File: config.mk
export PLATFORM = sky130hd
export DESIGN_NAME = wb_arbiter_n
export DESIGN_NICKNAME = d
export VERILOG_FILES = /design/src/rtl/lc3b_types.sv /design/src/rtl/wb_arb_pick.sv /design/src/rtl/wb_arbiter_n.sv
export SDC_FILE = /design/constraint.sdc
export NUM_CORES = 1
export LEC_CHECK = 0
export CORE_AREA = 2 2 292 294
export CTS_CLUSTER_DIAMETER = 100
export DETAILED_ROUTE_END_ITERATION = 6
export DIE_AREA = 0 0 294 296
export SYNTH_ARGS = -nofsm -noshare
export SYNTH_HDL_FRONTEND = slang
export SYNTH_SLANG_ARGS = --single-unit
File: constraint.sdc
create_clock -name clk -period 1.58 [get_ports clk]
set_clock_uncertainty 0.2 [all_clocks]
set_input_delay 0.237 -clock clk [delete_from_list [all_inputs] [get_ports clk]]
set_output_delay 0.237 -clock clk [all_outputs]
set_load 0.01 [all_outputs]
File: src/rtl/lc3b_types.sv
// Shared types for the LC-3b cache/memory interconnect: the Wishbone
// arbiter state encoding and an index-width helper for port vectors.
package lc3b_types;

    typedef enum logic {
        ARB_IDLE = 1'b0,
        ARB_BUSY = 1'b1
    } arb_state_t;

    function automatic int arb_idx_w(input int n);
        return (n > 1) ? $clog2(n) : 1;
    endfunction

endpackage

File: src/rtl/wb_arb_pick.sv
// Combinational winner picker: round-robin starting just after the last-grant
// pointer, or fixed priority where the lowest requesting index wins.
module wb_arb_pick
    import lc3b_types::*;
#(
    parameter int N_PORTS = 2,
    parameter int IDX_W   = arb_idx_w(N_PORTS)
) (
    input  logic [N_PORTS-1:0] req_i,
    input  logic [IDX_W-1:0]   last_i,
    input  logic               rr_i,
    output logic [IDX_W-1:0]   win_o,
    output logic               vld_o
);

    logic [IDX_W-1:0] cand;

    // Scan candidates in search order; the first requester found wins.
    always_comb begin
        win_o = '0;
        vld_o = 1'b0;
        cand  = '0;
        for (int k = 0; k < N_PORTS; k++) begin
            cand = IDX_W'(rr_i ? (int'(last_i) + 1 + k) % N_PORTS : k);
            if (!vld_o && req_i[cand]) begin
                win_o = cand;
                vld_o = 1'b1;
            end
        end
    end

endmodule

File: src/rtl/wb_arbiter_n.sv
// N-master to one-slave classic Wishbone arbiter with a registered grant.
// Define WB_ARB_TIMEOUT_EN to add a slave-timeout watchdog that retries the master.
module wb_arbiter_n
    import lc3b_types::*;
#(
    parameter int N_PORTS     = 2,
    parameter int ADDR_W      = 12,
    parameter int DATA_W      = 128,
    parameter int SEL_W       = 16,
    parameter int ROUND_ROBIN = 1,
    parameter int TIMEOUT     = 255
) (
    input  logic                      clk,
    input  logic                      rst_n,
    input  logic [N_PORTS-1:0]        m_cyc,
    input  logic [N_PORTS-1:0]        m_stb,
    input  logic [N_PORTS-1:0]        m_we,
    input  logic [N_PORTS*ADDR_W-1:0] m_adr,
    input  logic [N_PORTS*DATA_W-1:0] m_dat_m,
    input  logic [N_PORTS*SEL_W-1:0]  m_sel,
    output logic [N_PORTS-1:0]        m_ack,
    output logic [N_PORTS-1:0]        m_rty,
    output logic [DATA_W-1:0]         m_dat_s,
    output logic                      s_cyc,
    output logic                      s_stb,
    output logic                      s_we,
    output logic [ADDR_W-1:0]         s_adr,
    output logic [DATA_W-1:0]         s_dat_m,
    output logic [SEL_W-1:0]          s_sel,
    input  logic                      s_ack,
    input  logic                      s_rty,
    input  logic [DATA_W-1:0]         s_dat_s
);

    localparam int               IDX_W    = arb_idx_w(N_PORTS);
    localparam logic [IDX_W-1:0] LAST_RST = IDX_W'(N_PORTS - 1);

    arb_state_t        state_q, state_d;
    logic [IDX_W-1:0]  grant_q, grant_d;
    logic [IDX_W-1:0]  last_q, last_d;
    logic [N_PORTS-1:0] req;
    logic [IDX_W-1:0]  win;
    logic              win_vld;
    logic              busy;
    logic              tmo;
    logic              g_cyc, g_stb, g_we;
    logic [ADDR_W-1:0] g_adr;
    logic [DATA_W-1:0] g_dat;
    logic [SEL_W-1:0]  g_sel;

    assign req  = m_cyc & m_stb;
    assign busy = (state_q == ARB_BUSY);

    wb_arb_pick #(
        .N_PORTS (N_PORTS),
        .IDX_W   (IDX_W)
    ) u_pick (
        .req_i  (req),
        .last_i (last_q),
        .rr_i   (ROUND_ROBIN != 0),
        .win_o  (win),
        .vld_o  (win_vld)
    );

    always_comb begin
        g_cyc = 1'b0;
        g_stb = 1'b0;
        g_we  = 1'b0;
        g_adr = '0;
        g_dat = '0;
        g_sel = '0;
        for (int i = 0; i < N_PORTS; i++) begin
            if (grant_q == IDX_W'(i)) begin
                g_cyc = m_cyc[i];
                g_stb = m_stb[i];
                g_we  = m_we[i];
                g_adr = m_adr[i*ADDR_W +: ADDR_W];
                g_dat = m_dat_m[i*DATA_W +: DATA_W];
                g_sel = m_sel[i*SEL_W +: SEL_W];
            end
        end
    end

`ifdef WB_ARB_TIMEOUT_EN
    localparam int CNT_W = $clog2(TIMEOUT + 1);

    logic [CNT_W-1:0] cnt_q, cnt_d;

    // Counter sits at zero in IDLE, so every BUSY entry starts from a clean count.
    always_comb begin
        cnt_d = cnt_q;
        if (!busy) begin
            cnt_d = '0;
        end else if (!s_ack && !s_rty) begin
            cnt_d = cnt_q + 1'b1;
        end
    end

    always_ff @(posedge clk or negedge rst_n) begin
        if (!rst_n) begin
            cnt_q <= '0;
        end else begin
            cnt_q <= cnt_d;
        end
    end

    assign tmo = busy && !s_ack && !s_rty && (cnt_q == CNT_W'(TIMEOUT - 1));
`else
    logic unused_timeout;

    assign tmo            = 1'b0;
    assign unused_timeout = ^TIMEOUT;
`endif

    always_comb begin
        state_d = state_q;
        grant_d = grant_q;
        last_d  = last_q;
        case (state_q)
            ARB_IDLE: begin
                if (win_vld) begin
                    state_d = ARB_BUSY;
                    grant_d = win;
                end
            end
            ARB_BUSY: begin
                if (s_ack || s_rty || !g_cyc || tmo) begin
                    state_d = ARB_IDLE;
                    last_d  = grant_q;
                end
            end
            default: state_d = ARB_IDLE;
        endcase
    end

    always_ff @(posedge clk or negedge rst_n) begin
        if (!rst_n) begin
            state_q <= ARB_IDLE;
            grant_q <= '0;
            last_q  <= LAST_RST;
        end else begin
            state_q <= state_d;
            grant_q <= grant_d;
            last_q  <= last_d;
        end
    end

    // Slave side follows the granted master combinationally so an abort drops CYC at once.
    assign s_cyc   = busy & g_cyc;
    assign s_stb   = busy & g_cyc & g_stb;
    assign s_we    = busy & g_we;
    assign s_adr   = busy ? g_adr : '0;
    assign s_dat_m = busy ? g_dat : '0;
    assign s_sel   = busy ? g_sel : '0;
    assign m_dat_s = s_dat_s;

    always_comb begin
        m_ack = '0;
        m_rty = '0;
        if (busy) begin
            m_ack[grant_q] = s_ack;
            m_rty[grant_q] = (s_rty & ~s_ack) | tmo;
        end
    end

endmodule

==> metrics.md, run 1 <==
| Metric | Value |
|---|---|
| CTS Root Cell | `clkbuf_16` |
| Non-Filler Instances | `2050` |
| Critical Path AT | `1840 ps` |
| FF-to-FF Start | `grant_q` |
| CP max FO | `7` |
| First-pass GRT wire length | `53500 microns` |
| CTS tree | `built` |
| Post-Route WL | `44600 microns` |
| Largest net degree at the start of global routing | `46` |
| Grt total ovfl | `0` |
| Register share of total power | `1.8%` |
| Part of the power in combinational logic | `93.3%` |
| Post-Syn Area | `0.00399 sq mm` |
| Initial antenna violation count | `3` |
| R2r worst-path depth | `7` |
| Via density | `2.63` |
| Row count | `107` |
| CP endpoint kind | `output pin` |
| Main area contributors after synthesis | `mux2i_1 (40%), buf_4 (26%), nor2b_1 (25%)` |
| Gr usage total | `9.35%` |
| Vias | `5386` |
| Die ar. | `0.0870 sq mm` |
| Yosys top cell by area | `mux2i_1` |
| Cell Pwr Density | `696 mW/mm^2` |
| Worst-margin pin slew | `352 ps` |
| Cell area after layout | `0.0118 sq mm` |
| Post-route ant nets | `0` |
| Distinct cells, synth | `25` |
| Warnings, synthesis | `0` |
| Asr flop ratio synth | `100%` |
| WS Path Type | `reg -> out` |
| Mapped Nets | `953` |
| Most used flip-flop cell after synthesis | `dfrtp_1` |
| Critical Path RT | `1140 ps` |
| Final setup fails | `165` |
| Highest clock rate | `438 MHz` |
| Reg-to-Reg End | `busy` |
| Crit path capture | `s_dat_m[60]` |
| Clock Tree Buf Depth | `2` |
| Internal power | `5010 uW` |
| I/O pin count | `741` |
| Sw Ratio | `38.9%` |
| First-pass iteration count of the detailed router | `4` |
| Number of clock sinks | `3` |
| DRC | `0` |
| Placed inst area | `0.0102 sq mm` |
| Final Net Count | `1410` |
| Period utilization | `144%` |
| Yosys top cell area share | `39.9%` |
| RSZ-0062 raised after global routing | `true` |
| CTS Buf Count | `3` |
| FF-to-FF setup slack | `-210 ps` |
| Crit path from | `grant_q` |
| CTS H-tree depth | `1` |
| Max cap viols | `0` |
| First-iteration detailed-routing DRC count | `105` |
| Fraction of layout cells with a size suffix above 1 | `44.2%` |
| Final Hold Viols | `0` |
| Status | `finished, violations left` |
| Slew Limit Headroom | `76.0%` |
| Net Sw Power | `3190 uW` |
| Peak supply drop | `592 uV` |
| Clk slew on worst S/H paths | `30 ps` |
| LEAKAGE | `0.00464 uW` |
| Die W | `294 microns` |
| Worst Setup Slack, final | `-702 ps` |
| Clock latency on the worst-skew pair | `220 ps` |
| Number of global-route vias before repair | `5759` |
| RD Place Congestion | `0.778` |
| Commonest cells in the netlist | `nor2b_1 (160), mux2i_1 (159), buf_4 (138)` |
| Average wire per standard cell | `21.8 microns` |
| Fill cells | `9528` |
| Final min period | `2280 ps` |
| Clock network power share | `5.0%` |
| EDFF count, synth | `0` |
| Seq cells post-synth | `3` |
| Top-count cell post-synth | `nor2b_1` |
| Die height | `296 microns` |
| HPWL after DPL | `38400 microns` |
| Starting Density | `4.73%` |
| Gate Count Post-Synth | `503` |
| Type of the tightest min-delay check | `in -> async` |
| Critical Path Source Type | `register` |
| Syn avg cell area | `7.93 sq um` |
| IO Port Bufs | `484` |
| Placed Cells incl. Taps | `1984` |
| Core area | `0.0842 sq mm` |
| Layout area overhead | `196%` |
| Fin. max-slew vios | `0` |
| Failing checks | `setup timing` |
| Part of the Yosys area used for sequential elements | `1.91%` |
-- cells by family (layout without fill, tap and decap cells) --
group / count (synthesis) / in the layout / share of synthesized area, %
multiplexers: 159 / 159 / 39.9
AO/OA/AOI/OAI: 4 / 4 / 0.785
AND/OR/NAND/NOR: 172 / 172 / 27.3
other: 0 / 1 / 0
buffers and inverters: 165 / 621 / 30.1
flip-flops: 3 / 3 / 1.91
-- cells in the final DEF, fill, tap and decap left out, drive strengths merged, types with 2 or more instances in the layout --
| cell type | instances |
|---|---|
| nor3b | 2 |
| buf | 292 |
| dfrtp | 2 |
| nor2b | 160 |
| clkdlybuf4s50 | 321 |
| mux2i | 159 |
| clkbuf | 7 |
-- power by group through the flow --
stage,clock network (uW),logic (uW),registers [uW]
after floorplan,0,2500,118
after global placement,0,5560,211
after detailed placement,0,5560,212
after CTS,410,7420,144
after global routing,423,8130,149
final,408,7650,146
-- how the worst min path moves through the flow --
stage	startpoint	end
2_1_floorplan	rst_n	busy
3_3_place_gp	rst_n	busy
3_5_place_dp	rst_n	grant_q
4_1_cts	rst_n	grant_q
5_1_grt	rst_n	grant_q
6_report	rst_n	grant_q
-- final cells by class --
cell class	instances	area [sq um]	share of cell area, %
Timing Repair Buffer	616	6660	56.4
Multi-Input combinational cell	335	3610	30.6
Tap cell	1090	1360	11.6
Sequential cell	3	83.8	0.711
Clock buffer	4	78.8	0.668
Inverter	1	3.75	0.0318
Antenna cell	1	2.50	0.0212
-- metrics by stage --
step / setup slack (ps) / power (uW) / util, % / hold slack (ps) / TNS, ps
global placement: -1070 / 5770 / 12.1 / 231 / -106580
detailed placement: -1050 / 5780 / 12.1 / 234 / -106940
finish: -702 / 8210 / 14.0 / 2.90 / -88180
CTS: -735 / 7970 / 13.5 / 7.73 / -92770
floorplan: 19.9 / 2620 / - / -259 / 0
global route: -762 / 8700 / 14.0 / 12.6 / -98050
-- flip-flops by register name (all words and copies together), names as in the netlist --
register,flops
busy,1
grant_q,1
last_q,1
-- worst max-delay path, stage by stage (launching register included) --
cell and delay (ps):
dfrtp_4 490, buf_12 160, buf_16 130, buf_12 150, buf_16 150, mux2i_1 130, nor2b_1 220, buf_12 150
-- timing repair --
item / in CTS / in global routing
cloned: 10 / 3
resized for setup: 620 / 93
hold buffers: 0 / 0
buffers inserted: 44 / 17
endpoints found under the setup margin: 166 / 166
pin swaps: 2 / 2
-- metal layers --
metal  share of wire, %  global-route usage (%)  vias up
met5                  0                       0        -
met4               0.37                   0.411        0
met3                 18                    6.80       10
met2                 48                    16.5      552
met1                 34                    9.26     2369
li1                   -                       -     2455
Power figures use the tool's default switching activity.
==> run 2, diff against run 1 <==
--- a/config.mk
+++ b/config.mk
@@ -9,6 +9,7 @@
 export CTS_CLUSTER_DIAMETER = 100
 export DETAILED_ROUTE_END_ITERATION = 6
 export DIE_AREA = 0 0 294 296
+export HOLD_SLACK_MARGIN = 0.08
 export SYNTH_ARGS = -nofsm -noshare
 export SYNTH_HDL_FRONTEND = slang
 export SYNTH_SLANG_ARGS = --single-unit
==> metrics.md, run 2 (synthesis results as in run 1) <==
| Metric | Value |
|---|---|
| Status | `finished, violations left (unchanged)` |
| Failing checks | `setup timing (unchanged)` |
| Most common cell after layout, fill and taps aside | `clkdlybuf4s50_1 (unchanged)` |
| Initial antenna violation count | `3 (unchanged)` |
| DRC | `0 (unchanged)` |
| Cell Chain, Critical Path | `buf_12 > buf_16 > buf_12 > buf_16 > mux2i_1 > nor2b_1 > buf_12 (unchanged)` |
| Worst Setup Slack, final | `-702 ps (about the same)` |
| Critical Path Source Type | `register (unchanged)` |
| Fill cells | `9527 (was 9528)` |
| IO Port Bufs | `484 (unchanged)` |
| Critical Path RT | `1140 ps (about the same)` |
| Core area | `0.0842 sq mm (unchanged)` |
| Post-route ant nets | `0 (unchanged)` |
| Die height | `296 microns (unchanged)` |
| Post-Route WL | `44600 microns (about the same)` |
| Number of global-route vias before repair | `5758 (was 5759)` |
| Clock Tree Buf Depth | `2 (unchanged)` |
| WHS Path Cells | `0` |
| Via density | `2.62 (was 2.63)` |
| Fraction of layout cells with a size suffix above 1 | `44.2% (about the same)` |
| Final min period | `2280 ps (about the same)` |
| Layout area overhead | `196% (about the same)` |
| I/O pin count | `741 (unchanged)` |
| CP max-delay cell | `dfrtp_4 (unchanged)` |
| Highest clock rate | `438 MHz (about the same)` |
| WS Path Type | `reg -> out (unchanged)` |
| Overall Power | `8210 uW (about the same)` |
| Starting Density | `4.73% (unchanged)` |
| CP dominant cell by count | `buf_12 (unchanged)` |
| LEAKAGE | `0.00464 uW (about the same)` |
| Vias | `5381 (was 5386)` |
| First-pass GRT wire length | `53600 microns (was 53500 microns)` |
| Worst-margin pin slew | `352 ps (about the same)` |
| Slew Limit Headroom | `76.0% (about the same)` |
| Die W | `294 microns (unchanged)` |
| Crit path buffers/inverters | `5 (unchanged)` |
| CP max FO | `7 (unchanged)` |
| Final Hold Viols | `0 (unchanged)` |
| Most frequent cells in the layout | `clkdlybuf4s50_1 (321), nor2b_1 (113), mux2i_1 (91) (unchanged)` |
| First-pass iteration count of the detailed router | `4 (unchanged)` |
| Period utilization | `144% (about the same)` |
| Critical path's top delay family | `buffers and inverters (unchanged)` |
| Average wire per standard cell | `21.8 microns (about the same)` |
| Clock latency on the worst-skew pair | `220 ps (about the same)` |
| Critical Path AT | `1850 ps (was 1840 ps)` |
| First-iteration detailed-routing DRC count | `94 (was 105)` |
| CP endpoint kind | `output pin (unchanged)` |
| R2r worst-path depth | `7 (unchanged)` |
| Type of the tightest min-delay check | `in -> out (was in -> async)` |
| Gr usage total | `9.35% (about the same)` |
| RSZ-0062 raised after global routing | `true (unchanged)` |
| Peak supply drop | `566 uV (was 592 uV)` |
| CTS Buf Count | `3 (unchanged)` |
| Clk slew on worst S/H paths | `30 ps (about the same)` |
| Cell Pwr Density | `696 mW/mm^2 (about the same)` |
| Final Net Count | `1411 (was 1410)` |
| CTS H-tree depth | `1 (unchanged)` |
| Crit-path max cell delay | `490 ps (about the same)` |
| CTS Root Cell | `clkbuf_16 (unchanged)` |
| Fin. max-slew vios | `0 (unchanged)` |
| Place WS | `-1050 ps (unchanged)` |
| Largest net degree at the start of global routing | `46 (unchanged)` |
| RD Place Congestion | `0.778 (unchanged)` |
| Grt total ovfl | `0 (unchanged)` |
| CTS tree | `built (unchanged)` |
| Critical path depth | `7 (unchanged)` |
| Row count | `107 (unchanged)` |
| HPWL after DPL | `38400 microns (unchanged)` |
| Final setup fails | `165 (unchanged)` |
| Die ar. | `0.0870 sq mm (unchanged)` |
| Max cap viols | `0 (unchanged)` |
| Number of clock sinks | `3 (unchanged)` |
## run 2: what timing repair did
action                                  in CTS  in global routing
endpoints found under the hold margin        2                  0
setup buffers                               44                 17
resized for setup                          620                 93
pin swaps                                    2                  2
gates cloned                                10                  3
endpoints found under the setup margin     166                166
hold buffers                                 1                  0
## run 2: final timing paths
path / to / start / slack (ps)
setup / recovery: s_dat_m[60] / grant_q / -700
hold / removal: m_dat_s[102] / s_dat_s[102] / 270
setup reg to reg: busy / grant_q / -210
hold reg to reg: last_q / last_q / 330
max in group asynchronous: last_q / rst_n / 400
min in group asynchronous: grant_q / rst_n / 550
## run 2: area by class of cell
type                       instances  area, sq um  share of cell area (%)
inverter                           1         3.75                  0.0318
sequential                         3         83.8                   0.710
clock buffer                       4         78.8                   0.668
timing repair buffer             617         6670                    56.5
antenna                            1         2.50                  0.0212
tap                             1090         1360                    11.6
multi-input combinational        335         3610                    30.6
## run 2: where the power goes
part           switching [uW]  internal (uW)  total, uW  leakage (uW)
combinational            3090           4570       7660       0.00457
sequential               30.2            115        146     0.0000325
clock                    74.6            334        408     0.0000382
## run 2: per-stage QoR
stage | TNS, ps | hold slack (ps) | util, % | area (sq um) | cells
after detailed placement | -106940 | 234 | 12.1 | 10200 | 1984
final | -88240 | 274 | 14.0 | 11800 | 2051
after CTS | -92770 | 274 | 13.6 | 11400 | 2040
after global routing | -98050 | 274 | 14.0 | 11800 | 2051
after global placement | -106580 | 231 | 12.1 | 10200 | 1984
after floorplan | 0 | -259 | - | 3990 | 503
## run 2: worst reg2reg max path: stages, from the launching register on
cell     delay, ps
dfrtp_4        490
buf_12         160
buf_6          140
buf_6          120
mux2i_2        140
buf_4          150
buf_4          140
o22ai_4        160
## run 2: metal layers
metal	GRT usage [%]	routed length (microns)	up-vias
li1	-	-	2456
met1	9.26	15200	2363
met2	16.5	21400	552
met3	6.80	7860	10
met4	0.411	169	0
met5	0	0	-
